===== src/rtl/decoder.sv =====
// Three-digit BCD to 7-segment decoder with registered outputs (bit0=a .. bit6=g).
// Optional macro DECODER_LEADING_ZERO_BLANK_EN blanks the minutes digit when it is zero.
module decoder #(
  parameter bit ACTIVE_LOW = 1'b0
) (
  input  logic       clk,
  input  logic       rst,
  input  logic [3:0] sec_one,
  input  logic [3:0] sec_two,
  input  logic [3:0] min,
  output logic [6:0] sec_one_segs,
  output logic [6:0] sec_two_segs,
  output logic [6:0] min_segs
);

  // Polarity is applied last, so the blank pattern flips along with the digits.
  localparam logic [6:0] POL_MASK = ACTIVE_LOW ? 7'h7F : 7'h00;
  localparam logic [6:0] BLANK    = 7'h00 ^ POL_MASK;

  logic [6:0] sec_one_d, sec_one_q;
  logic [6:0] sec_two_d, sec_two_q;
  logic [6:0] min_d, min_q;
  logic [6:0] min_raw;

  function automatic logic [6:0] bcd_to_seg(input logic [3:0] code);
    logic [6:0] seg;
    case (code)
      4'd0:    seg = 7'h3F;
      4'd1:    seg = 7'h06;
      4'd2:    seg = 7'h5B;
      4'd3:    seg = 7'h4F;
      4'd4:    seg = 7'h66;
      4'd5:    seg = 7'h6D;
      4'd6:    seg = 7'h7D;
      4'd7:    seg = 7'h07;
      4'd8:    seg = 7'h7F;
      4'd9:    seg = 7'h6F;
      default: seg = 7'h40;
    endcase
    return seg;
  endfunction

  always_comb begin
    sec_one_d = bcd_to_seg(sec_one) ^ POL_MASK;
    sec_two_d = bcd_to_seg(sec_two) ^ POL_MASK;
    min_raw   = bcd_to_seg(min);
`ifdef DECODER_LEADING_ZERO_BLANK_EN
    if (min == 4'd0) min_raw = 7'h00;
`else
    min_raw   = bcd_to_seg(min);
`endif
    min_d     = min_raw ^ POL_MASK;
  end

  always_ff @(posedge clk or posedge rst) begin
    if (rst) begin
      sec_one_q <= BLANK;
      sec_two_q <= BLANK;
      min_q     <= BLANK;
    end else begin
      sec_one_q <= sec_one_d;
      sec_two_q <= sec_two_d;
      min_q     <= min_d;
    end
  end

  assign sec_one_segs = sec_one_q;
  assign sec_two_segs = sec_two_q;
  assign min_segs     = min_q;

endmodule


===== config.mk =====
export PLATFORM = sky130hd
export DESIGN_NAME = decoder
export DESIGN_NICKNAME = d
export VERILOG_FILES = /design/src/rtl/decoder.sv
export SDC_FILE = /design/constraint.sdc
export NUM_CORES = 1
export LEC_CHECK = 0
export CAP_MARGIN = 20
export CORE_ASPECT_RATIO = 0.9
export CORE_MARGIN = 10
export CORE_UTILIZATION = 48
export CTS_BUF_LIST = sky130_fd_sc_hd__clkbuf_8
export DETAILED_ROUTE_END_ITERATION = 10
export PLACE_DENSITY = 0.81
export SLEW_MARGIN = 20
export SYNTH_ARGS = -nofsm -noshare
export SYNTH_HDL_FRONTEND = slang
export SYNTH_SLANG_ARGS = --single-unit

===== constraint.sdc =====
create_clock -name clk -period 0.8 [get_ports clk]
set_input_delay 0.16 -clock clk [delete_from_list [all_inputs] [get_ports clk]]
set_output_delay 0.16 -clock clk [all_outputs]
set_load 0.005 [all_outputs]

==> out/results.tsv, run 1 <==
metric	value	unit
final_cell_area	1630	um2
place_congestion	0.785	
multi_input_area	573	um2
required	640	ps
cts-htree-levels	1	
cpMaxStageDelayCell	dfrtp_1	
cts_tree	done	
io_buffers	34	
netlist_area	1160	um2
place_hpwl	2180	um
power.density	1470	nW/um2
start_kind	flip-flop	
antenna_found_initial	0	
drc	0	
highest_layer	met4	
ys_warn_count	0	
yosysTopAreaCell	dfrtp_1	
tightest_slew	336	ps
path_buf_inv	1	
crit_start	sec_one_segs[3]$_DFF_PP0_	
slowest_delay	380	ps
ys_top_cells_by_count	dfrtp_1 (21), ha_1 (18), inv_1 (17)	
path_cells	buf_2	
synthXorXnorAreaFrac	0	
synthesis.nets	139	
synth.area.mux_share	0.0172	
fp-row-count	16	
drt-total-wl	2750	um
cp.arrival	760	ps
via_per_inst	4.95	
ctsHoldBuffers	0	
violations	negative setup slack	
core_area	2240	um2
async_reset_ff_frac	1.00	
area_growth	39.5	%
die_height	66.7	um
fin_ws	-120	ps
regArea	526	um2
clockBufferDepth	2	
wl_met3	176	um
grt_max_degree	22	
die_area	4800	um2
hold_class	input pin to asynchronous set/reset pin	
initial_core_util	0.520	
crit_fanout	1	
path_class	flip-flop to primary output	
synth_top_family_by_area	adder cells	
synthTopCellsByArea	dfrtp_1 (45%), ha_1 (19%), inv_1 (5.5%)	
placed_area	1630	um2
min_period_over_period	1.15	
pre_cts_ws	-680	ps
cts.clk_slew.worst_paths	70	ps
fp.dieW	71.9	um
route.layer.met1.wl	1030	um
status	complete, but fails checks	
nNetsFinal	194	
yosysSeqAreaShare	0.451	
synth-compound-area-share	0.168	
crit_cells	1	
peakVddDrop	987	uV
min_period	920	ps
syn_inst	107	
vias	930	
ys_types	21	
end_kind	primary output	
cts.sinks	21	
rsz0062_at_grt	yes	
maxSlewViolCount	0	
ys_ff_latch	21	
post-synth-top-count-cell	dfrtp_1	
synth_adder_area_share	0.193	
cts_buffers	3	
p_leak	0.851	nW
wl_per_cell	14.6	um
synth-simple-area-share	0.0741	
synth_ff_type	dfrtp_1	
drt_first_pass_iters	4	
synth_edf_count	0	
setup_viol	21	
grt_overflow	0	
grt_pass1_vias	962	
hold_violations	0	
ios	35	
relSlewSlack	0.776	
drtAntennaViolNets	0	
cts-root-buf	clkbuf_8	
grt_pass1_wl	4580	um
fmax	1.09	GHz
fillers	164	
track_usage	0.118	
met2_length	1510	um
antenna_cells	0	
first_iter_violations	12	
cp_top_family	flip-flops	
final_layout_size_suffix_gt1_frac	0.466	
syn_area_per_cell	10.9	um2
synth_top_area_share	0.451	
maxCapViolCount	0	
==> path summary, 6_finish.rpt <==
check	to	slack, ps
min in group clk	min_segs[6]$_DFF_PP0_	250
worst max-delay path	sec_one_segs[3]	-120
max in group asynchronous	sec_two_segs[5]$_DFF_PP0_	440
worst min-delay path	min_segs[6]$_DFF_PP0_	230
==> power breakdown <==
group          total (mW)  switching [mW]  internal, mW
Clock               0.663           0.322         0.341
Combinational       0.553           0.278         0.275
Sequential           1.17          0.0205          1.15
==> repair_timing <==
action,CTS,global route
pin swaps,2,4
setup buffers,2,0
endpoints found under the hold margin,0,0
gates cloned,1,0
resized for setup,120,13
endpoints found under the setup margin,42,31
==> sequential cells by signal, indices dropped and copies added, names as in the netlist <==
register      flops
sec_one_segs      7
sec_two_segs      7
min_segs          7
==> cells in the final DEF (no fill, tap or decap), drive strengths merged <==
cell type / instances
nand2: 3
clkdlybuf4s15: 5
nor2b: 1
clkdlybuf4s50: 1
buf: 43
nor2: 4
o22ai: 9
and2: 1
inv: 19
a21oi: 4
clkbuf: 5
a22o: 1
dlygate4sd2: 3
ha: 18
mux2i: 2
nand2b: 4
o31a: 2
dfrtp: 21
a21o: 3
o21ai: 12
==> cells by family after synthesis <==
kind of cell,count (synthesis)
flip-flops,21
AO/OA/AOI/OAI,31
multiplexers,2
adder cells (fa/ha/maj),18
AND/OR/NAND/NOR,13
buffers and inverters,22
==> per-layer routing <==
metal,global-route usage,vias up
met3,0.0237,2
met1,0.117,443
met4,0.0507,0
met2,0.230,26
met5,0,-
li1,-,459
==> metrics by stage <==
stage               hold WS (ps)   util  std cells  total power, mW  TNS, ps
detailed placement           513  0.729        181             1.82   -15490
finish                       232  0.725        188             2.38    -2050
floorplan                    137      -        107             1.44        0
CTS                          234  0.723        188             2.40    -2270
global route                 250  0.725        188             2.52    -2780
global placement             495  0.729        181             1.78   -14310
==> area by class of cell <==
class,instances,area share
multi-input cells,64,0.353
flip-flops and latches,21,0.323
clock buffers,3,0.0254
repair buffers,54,0.234
inverters,18,0.0416
clock inverters,1,0.00231
well taps,27,0.0208
Note: power is estimated with default switching activity, not from simulation.
==> run 2: changes to the inputs <==
- SKIP_LAST_GASP: default -> 1
==> results of run 2 <==
Same layout as run 1: the final DEF is identical, and so are final timing and power.
==> run 3: changes to the inputs <==
- RECOVER_POWER: default -> 100
- SETUP_SLACK_MARGIN: default -> 0.5
- clock period: 0.8 -> 0.95 ns (I/O delays scaled with it)
==> out/results.tsv, run 3 <==
metric	value	unit
status	stopped before the end	
lastStage	global routing (5_1_grt)	
error	[ERROR DPL-0038] Utilization greater than 100%, impossible to legalize	
synth_edf_count	0	
cts-root-buf	clkbuf_8	
clockBufferDepth	2	
grt_max_degree	22	
syn_area_per_cell	10.9	um2
fp.dieW	71.9	um
endpoint_type	top-level output	
cts_buffers	3	
ios	35	
synth_ff_type	dfrtp_1	
ys_top_cells_by_count	dfrtp_1 (21), ha_1 (18), inv_1 (17)	
fp-row-count	16	
cts.sinks	21	
synthesis.nets	139	
pre_cts_ws	-559	ps
io_buffers	34	
async_reset_ff_frac	1.00	
cts-htree-levels	1	
initial_core_util	0.520	
synthTopCellsByArea	dfrtp_1 (45%), ha_1 (19%), inv_1 (5.5%)	
die_height	66.7	um
place_hpwl	2570	um
ys_types	21	
synth_top_area_share	0.451	
ys_ff_latch	21	
post-synth-top-count-cell	dfrtp_1	
syn_inst	107	
yosysTopAreaCell	dfrtp_1	
crit_endpoint	sec_one_segs[3]	
ys_warn_count	0	
yosysSeqAreaShare	0.451	
place_congestion	0.815	
netlist_area	1160	um2
==> run 3: cells by family after synthesis <==
logic type / Yosys count / synth area share
compound gates: 31 / 0.168
fa+ha+maj: 18 / 0.193
buf+inv: 22 / 0.0967
flops: 21 / 0.451
mux: 2 / 0.0172
simple gates: 13 / 0.0741
==> run 3: what timing repair did <==
item | in CTS
gates cloned | 2
hold buffers | 0
buffers inserted | 10
pin swaps | 19
setup endpoints to repair | 42
gates resized for setup | 171
==> run 3: metrics by stage <==
| stage | utilization | instance area, um2 | instances | hold slack (ps) |
|---|---|---|---|---|
| 4_1_cts | 0.968 | 2170 | 195 | 260 |
| 3_5_place_dp | 0.883 | 1980 | 179 | 593 |
| 3_3_place_gp | 0.883 | 1980 | 179 | 569 |
| 2_1_floorplan | - | 1450 | 107 | 48.9 |
==> run 4: changes to the inputs <==
- CORE_AREA: default -> 10 10 71 73
- CORE_ASPECT_RATIO: 0.9 -> default
- CORE_MARGIN: 10 -> default
- CORE_UTILIZATION: 48 -> default
- CTS_BUF_LIST: sky130_fd_sc_hd__clkbuf_8 -> default
- DIE_AREA: default -> 0 0 81 83
- PLACE_DENSITY: 0.81 -> default
- PLACE_DENSITY_LB_ADDON: default -> 0.15
- SETUP_SLACK_MARGIN: 0.5 -> default
==> out/results.tsv, run 4 (same netlist as run 1, synthesis figures left out) <==
metric	value	unit
ios	35	
ctsHoldBuffers	0	
antenna_cells	0	
track_usage	0.0732	
required	760	ps
drt-total-wl	2400	um
start_kind	flip-flop	
min_period_over_period	0.989	
tightest_slew	506	ps
antenna_found_initial	0	
fp-row-count	22	
cts_buffers	3	
relSlewSlack	0.663	
rsz0062_at_grt	yes	
fmax	1.06	GHz
drt_first_pass_iters	4	
power.density	1260	nW/um2
drc	0	
nNetsFinal	188	
hold_class	input pin to flip-flop	
cp_top_family	flip-flops	
min_period	939	ps
crit_fanout	1	
finish.utilization	0.423	
finalPower	1.94	mW
core_area	3630	um2
final_layout_size_suffix_gt1_frac	0.303	
layout_commonest_cell	dfrtp_1	
cts-htree-levels	1	
maxCapViolCount	0	
die_height	83	um
wl_per_cell	11.8	um
area_growth	31.9	%
drtAntennaViolNets	0	
end_kind	primary output	
cts_tree	done	
p_leak	0.803	nW
setup_viol	0	
cp.arrival	750	ps
peakVddDrop	449	uV
maxSlewViolCount	0	
fp.dieW	81	um
grt_pass1_wl	3940	um
path_buf_inv	1	
place_hpwl	1940	um
hold_violations	0	
cpMaxStageDelayCell	dfrtp_1	
path_class	flip-flop to primary output	
status	finished, final reports clean	
first_iter_violations	25	
initial_core_util	0.321	
grt_max_degree	22	
grt_pass1_vias	846	
io_buffers	34	
clockBufferDepth	2	
most-common-layout-cells	dfrtp_1 (21), buf_2 (20), ha_1 (17)	
cts-root-buf	clkbuf_8	
path_cells	buf_2	
die_area	6720	um2
cts.sinks	21	
via_per_inst	4.27	
cts.clk_slew.worst_paths	70	ps
slowest_delay	370	ps
vias	866	
place_congestion	0.797	
grt_overflow	0	
run 4: final timing paths:
| kind | from | to | slack (ps) | cells past startpoint |
|---|---|---|---|---|
| hold / removal | min[3] | min_segs[1]$_DFF_PP0_ | 340 | 2 |
| setup / recovery | sec_two_segs[1]$_DFF_PP0_ | sec_two_segs[1] | 10 | 1 |
| min in group asynchronous | rst | sec_one_segs[1]$_DFF_PP0_ | 480 | 3 |
| max in group asynchronous | rst | sec_two_segs[6]$_DFF_PP0_ | 130 | 3 |
run 4: layout make-up:
class	instances	area [um2]
Clock buffer	4	45.0
Inverter	18	67.6
Sequential cell	21	526
Timing Repair Buffer	48	323
Multi-Input combinational cell	64	515
Tap cell	48	60.1
Fill cell	383	2100
run 4: metrics by stage:
stage	cell area, um2	setup WS (ps)	hold WS, ps	cells	setup TNS (ps)
3_3_place_gp	1640	-463	520	199	-9870
2_1_floorplan	1160	98.6	167	107	0
6_report	1540	10.7	337	203	0
5_1_grt	1540	-25.0	355	203	-332
4_1_cts	1580	-99.6	250	203	-114
3_5_place_dp	1640	-487	529	199	-9940
run 4: where the power goes:
part           switching (mW)  internal, mW  total (mW)
combinational           0.204         0.194       0.397
clock                   0.266         0.298       0.563
sequential             0.0160         0.964       0.980
run 4: metal layers:
layer	wire length, um	vias to the layer above	GRT usage
met5	0	-	0
met4	41	0	0.0423
met3	206	2	0.0323
met2	1210	22	0.116
met1	942	396	0.0777
li1	-	446	-
run 4: what timing repair did:
| action | 4_1_cts | 5_1_grt |
|---|---|---|
| resized for setup | 101 | 4 |
| setup endpoints to repair | 42 | 25 |
| setup buffers | 0 | 0 |
==> RTL change (settings of run 4) <==
`ACTIVE_LOW`: 1'b0 -> 1'b1.
--- a/src/rtl/decoder.sv
+++ b/src/rtl/decoder.sv
@@ -1,7 +1,7 @@
 // Three-digit BCD to 7-segment decoder with registered outputs (bit0=a .. bit6=g).
 // Optional macro DECODER_LEADING_ZERO_BLANK_EN blanks the minutes digit when it is zero.
 module decoder #(
-  parameter bit ACTIVE_LOW = 1'b0
+  parameter bit ACTIVE_LOW = 1'b1
 ) (
   input  logic       clk,
   input  logic       rst,
Function: changed (Yosys sat finds a counterexample within 4 cycles, from zero or initial values and one cycle with rst high).
==> RTL change against run 4 <==
The flow now finishes with violations (negative setup slack). Hold slack got worse by 39 ps. Synthesized cell count fell by 3.7%. Routed wire length fell by 2.8%. Sequential share of layout area fell by 1.9 points. Via count fell by 0.35%. Design area rose by 11%. First-iteration DRC count fell by 72%. Critical path type unchanged. Highest routed layer unchanged. Combinational power rose by 22%. Worst setup slack got worse by 120 ps. Sequential cell count did not move. Synthesized area fell by 0.32%. Power rose by 7.6%.
==> RTL change: results (changes against run 4) <==
outcome:
  status: "finished with violations"
  violations: "negative setup slack"
detailed_routing:
  met1_length_um: 913  # -3.1%
  via_per_inst: 4.21  # -1.3%
  met2WireLength_um: 1250  # +3.6%
  wl_met3_um: 129  # -37%
  routed.top_layer: "met4"
  drt_first_pass_iters: 4  # unchanged
  totalWireLength_um: 2330  # -2.8%
  drtIter0Drc: 7  # -72%
worst_setup_path:
  cp_top_family: "flip-flops"
  cp_max_fo: 1  # unchanged
  cp_slowest_cell: "dfstp_2"
  max_stage_delay_ps: 540  # +170 ps
  worstPathArrival_ps: 870  # +120 ps
cells_and_area:
  fin_nets: 187  # -0.53%
  diodes: 0  # unchanged
  drive_gt1_share_pct: 44.6  # +14 points
flow_run:
  max-cap-violations: 0  # unchanged
global_route:
  grt_usage_pct: 7.27  # -0.054 points
  grt_pass1_vias: 902  # +6.6%
  antenna_found_initial: 0  # unchanged
  grt_max_degree: 22  # unchanged
  grt_pass1_wl_um: 3930  # -0.15%
synth:
  yosysWarnings: 0  # unchanged
  synthTopCellsByArea: "dfstp_2 (48%), ha_1 (16%), nor2b_1 (5.4%)"
  ys_seq_area_share_pct: 47.5  # +2.4 points
  synth_commonest_cells: "dfstp_2 (21), ha_1 (15), inv_1 (13), nor2b_1 (10), a21oi_1 (8)"
  syn-num-nets: 132  # -5.0%
  synth_edf_count: 0  # unchanged
  synthArstFlopShare_pct: 100  # unchanged
  synth.distinct_cells: 17  # -19%
timing:
  setup_violations: 21  # +21
  setup_ws_ps: -114  # -124 ps
  tightest_slew_ps: 464  # -41.9 ps
clock_tree:
  cts.clk_slew.worst_paths_ps: 70  # about the same
  h-tree-depth: 1  # unchanged
  cts_buffers: 3  # unchanged
  cts_setup_buffers: 0  # unchanged
  max-clock-path-buffers: 2  # unchanged
  clockRootBuffer: "clkbuf_8"
power:
  vdd_drop_max_uv: 383  # -15%
  p_int_w: 0.00160  # +10%
  leakagePower_nw: 0.826  # +3.0%
worst_hold_path:
  hp-class: "in2reg"
placed_design:
  gp_congestion: 0.787  # -1.2%
  portBuffers: 34  # unchanged
  dp_hpwl_um: 2000  # +3.3%
## RTL change: per-layer routing
layer / global-route usage, % / vias up
met5: 0 / -
li1: - / 447
met4: 4.23 / 0
met1: 7.30 / 397
met2: 12.9 / 17
met3: 1.83 / 2
## RTL change: cell families (layout without fill, tap and decap cells)
| logic type | after synthesis | after routing | synth area share [%] |
|---|---|---|---|
| fa+ha+maj | 15 | 15 | 16.2 |
| compound gates | 25 | 25 | 14.0 |
| buf+inv | 16 | 70 | 7.11 |
| mux | 3 | 3 | 2.59 |
| simple gates | 23 | 23 | 12.6 |
| flops | 21 | 21 | 47.5 |
## RTL change: layout make-up
type / count / area [sq um]
inverters: 13 / 48.8
clock buffers: 4 / 45.0
multi-input cells: 66 / 529
flip-flops and latches: 21 / 552
repair buffers: 53 / 474
fillers: 360 / 1920
well taps: 48 / 60.1
## RTL change: final timing paths
check | from | end | slack [ps] | cells past startpoint
min | min[2] | min_segs[1] | 300 | 3
max in group asynchronous | rst | sec_two_segs[3] | 130 | 3
min in group asynchronous | rst | sec_one_segs[2] | 790 | 3
max | sec_two_segs[2] | sec_two_segs[2] | -110 | 1
## RTL change: what timing repair did
action	4_1_cts	5_1_grt
hold buffers	0	0
resized for setup	114	10
pin swaps	3	5
cloned	0	0
hold endpoints to repair	0	0
endpoints found under the setup margin	42	28
## RTL change: per-stage QoR
step / TNS (ps) / cell area, sq um / hold WS, ps / setup slack (ps) / instances
6_report: -2190 / 1710 / 298 / -114 / 205
5_1_grt: -3160 / 1710 / 335 / -156 / 205
4_1_cts: -2490 / 1690 / 346 / -135 / 205
3_5_place_dp: -13350 / 1680 / 717 / -501 / 201
3_3_place_gp: -13170 / 1680 / 710 / -472 / 201
2_1_floorplan: 0 / 1160 / 249 / 119 / 103
## RTL change: power by group through the flow
stage / logic, W / registers [W] / clock network [W]
floorplan: 0.000184 / 0.00107 / 0
detailed placement: 0.000520 / 0.00106 / 0
finish: 0.000484 / 0.00106 / 0.000550
global placement: 0.000515 / 0.00105 / 0
CTS: 0.000489 / 0.00105 / 0.000574
global route: 0.000541 / 0.00106 / 0.000625
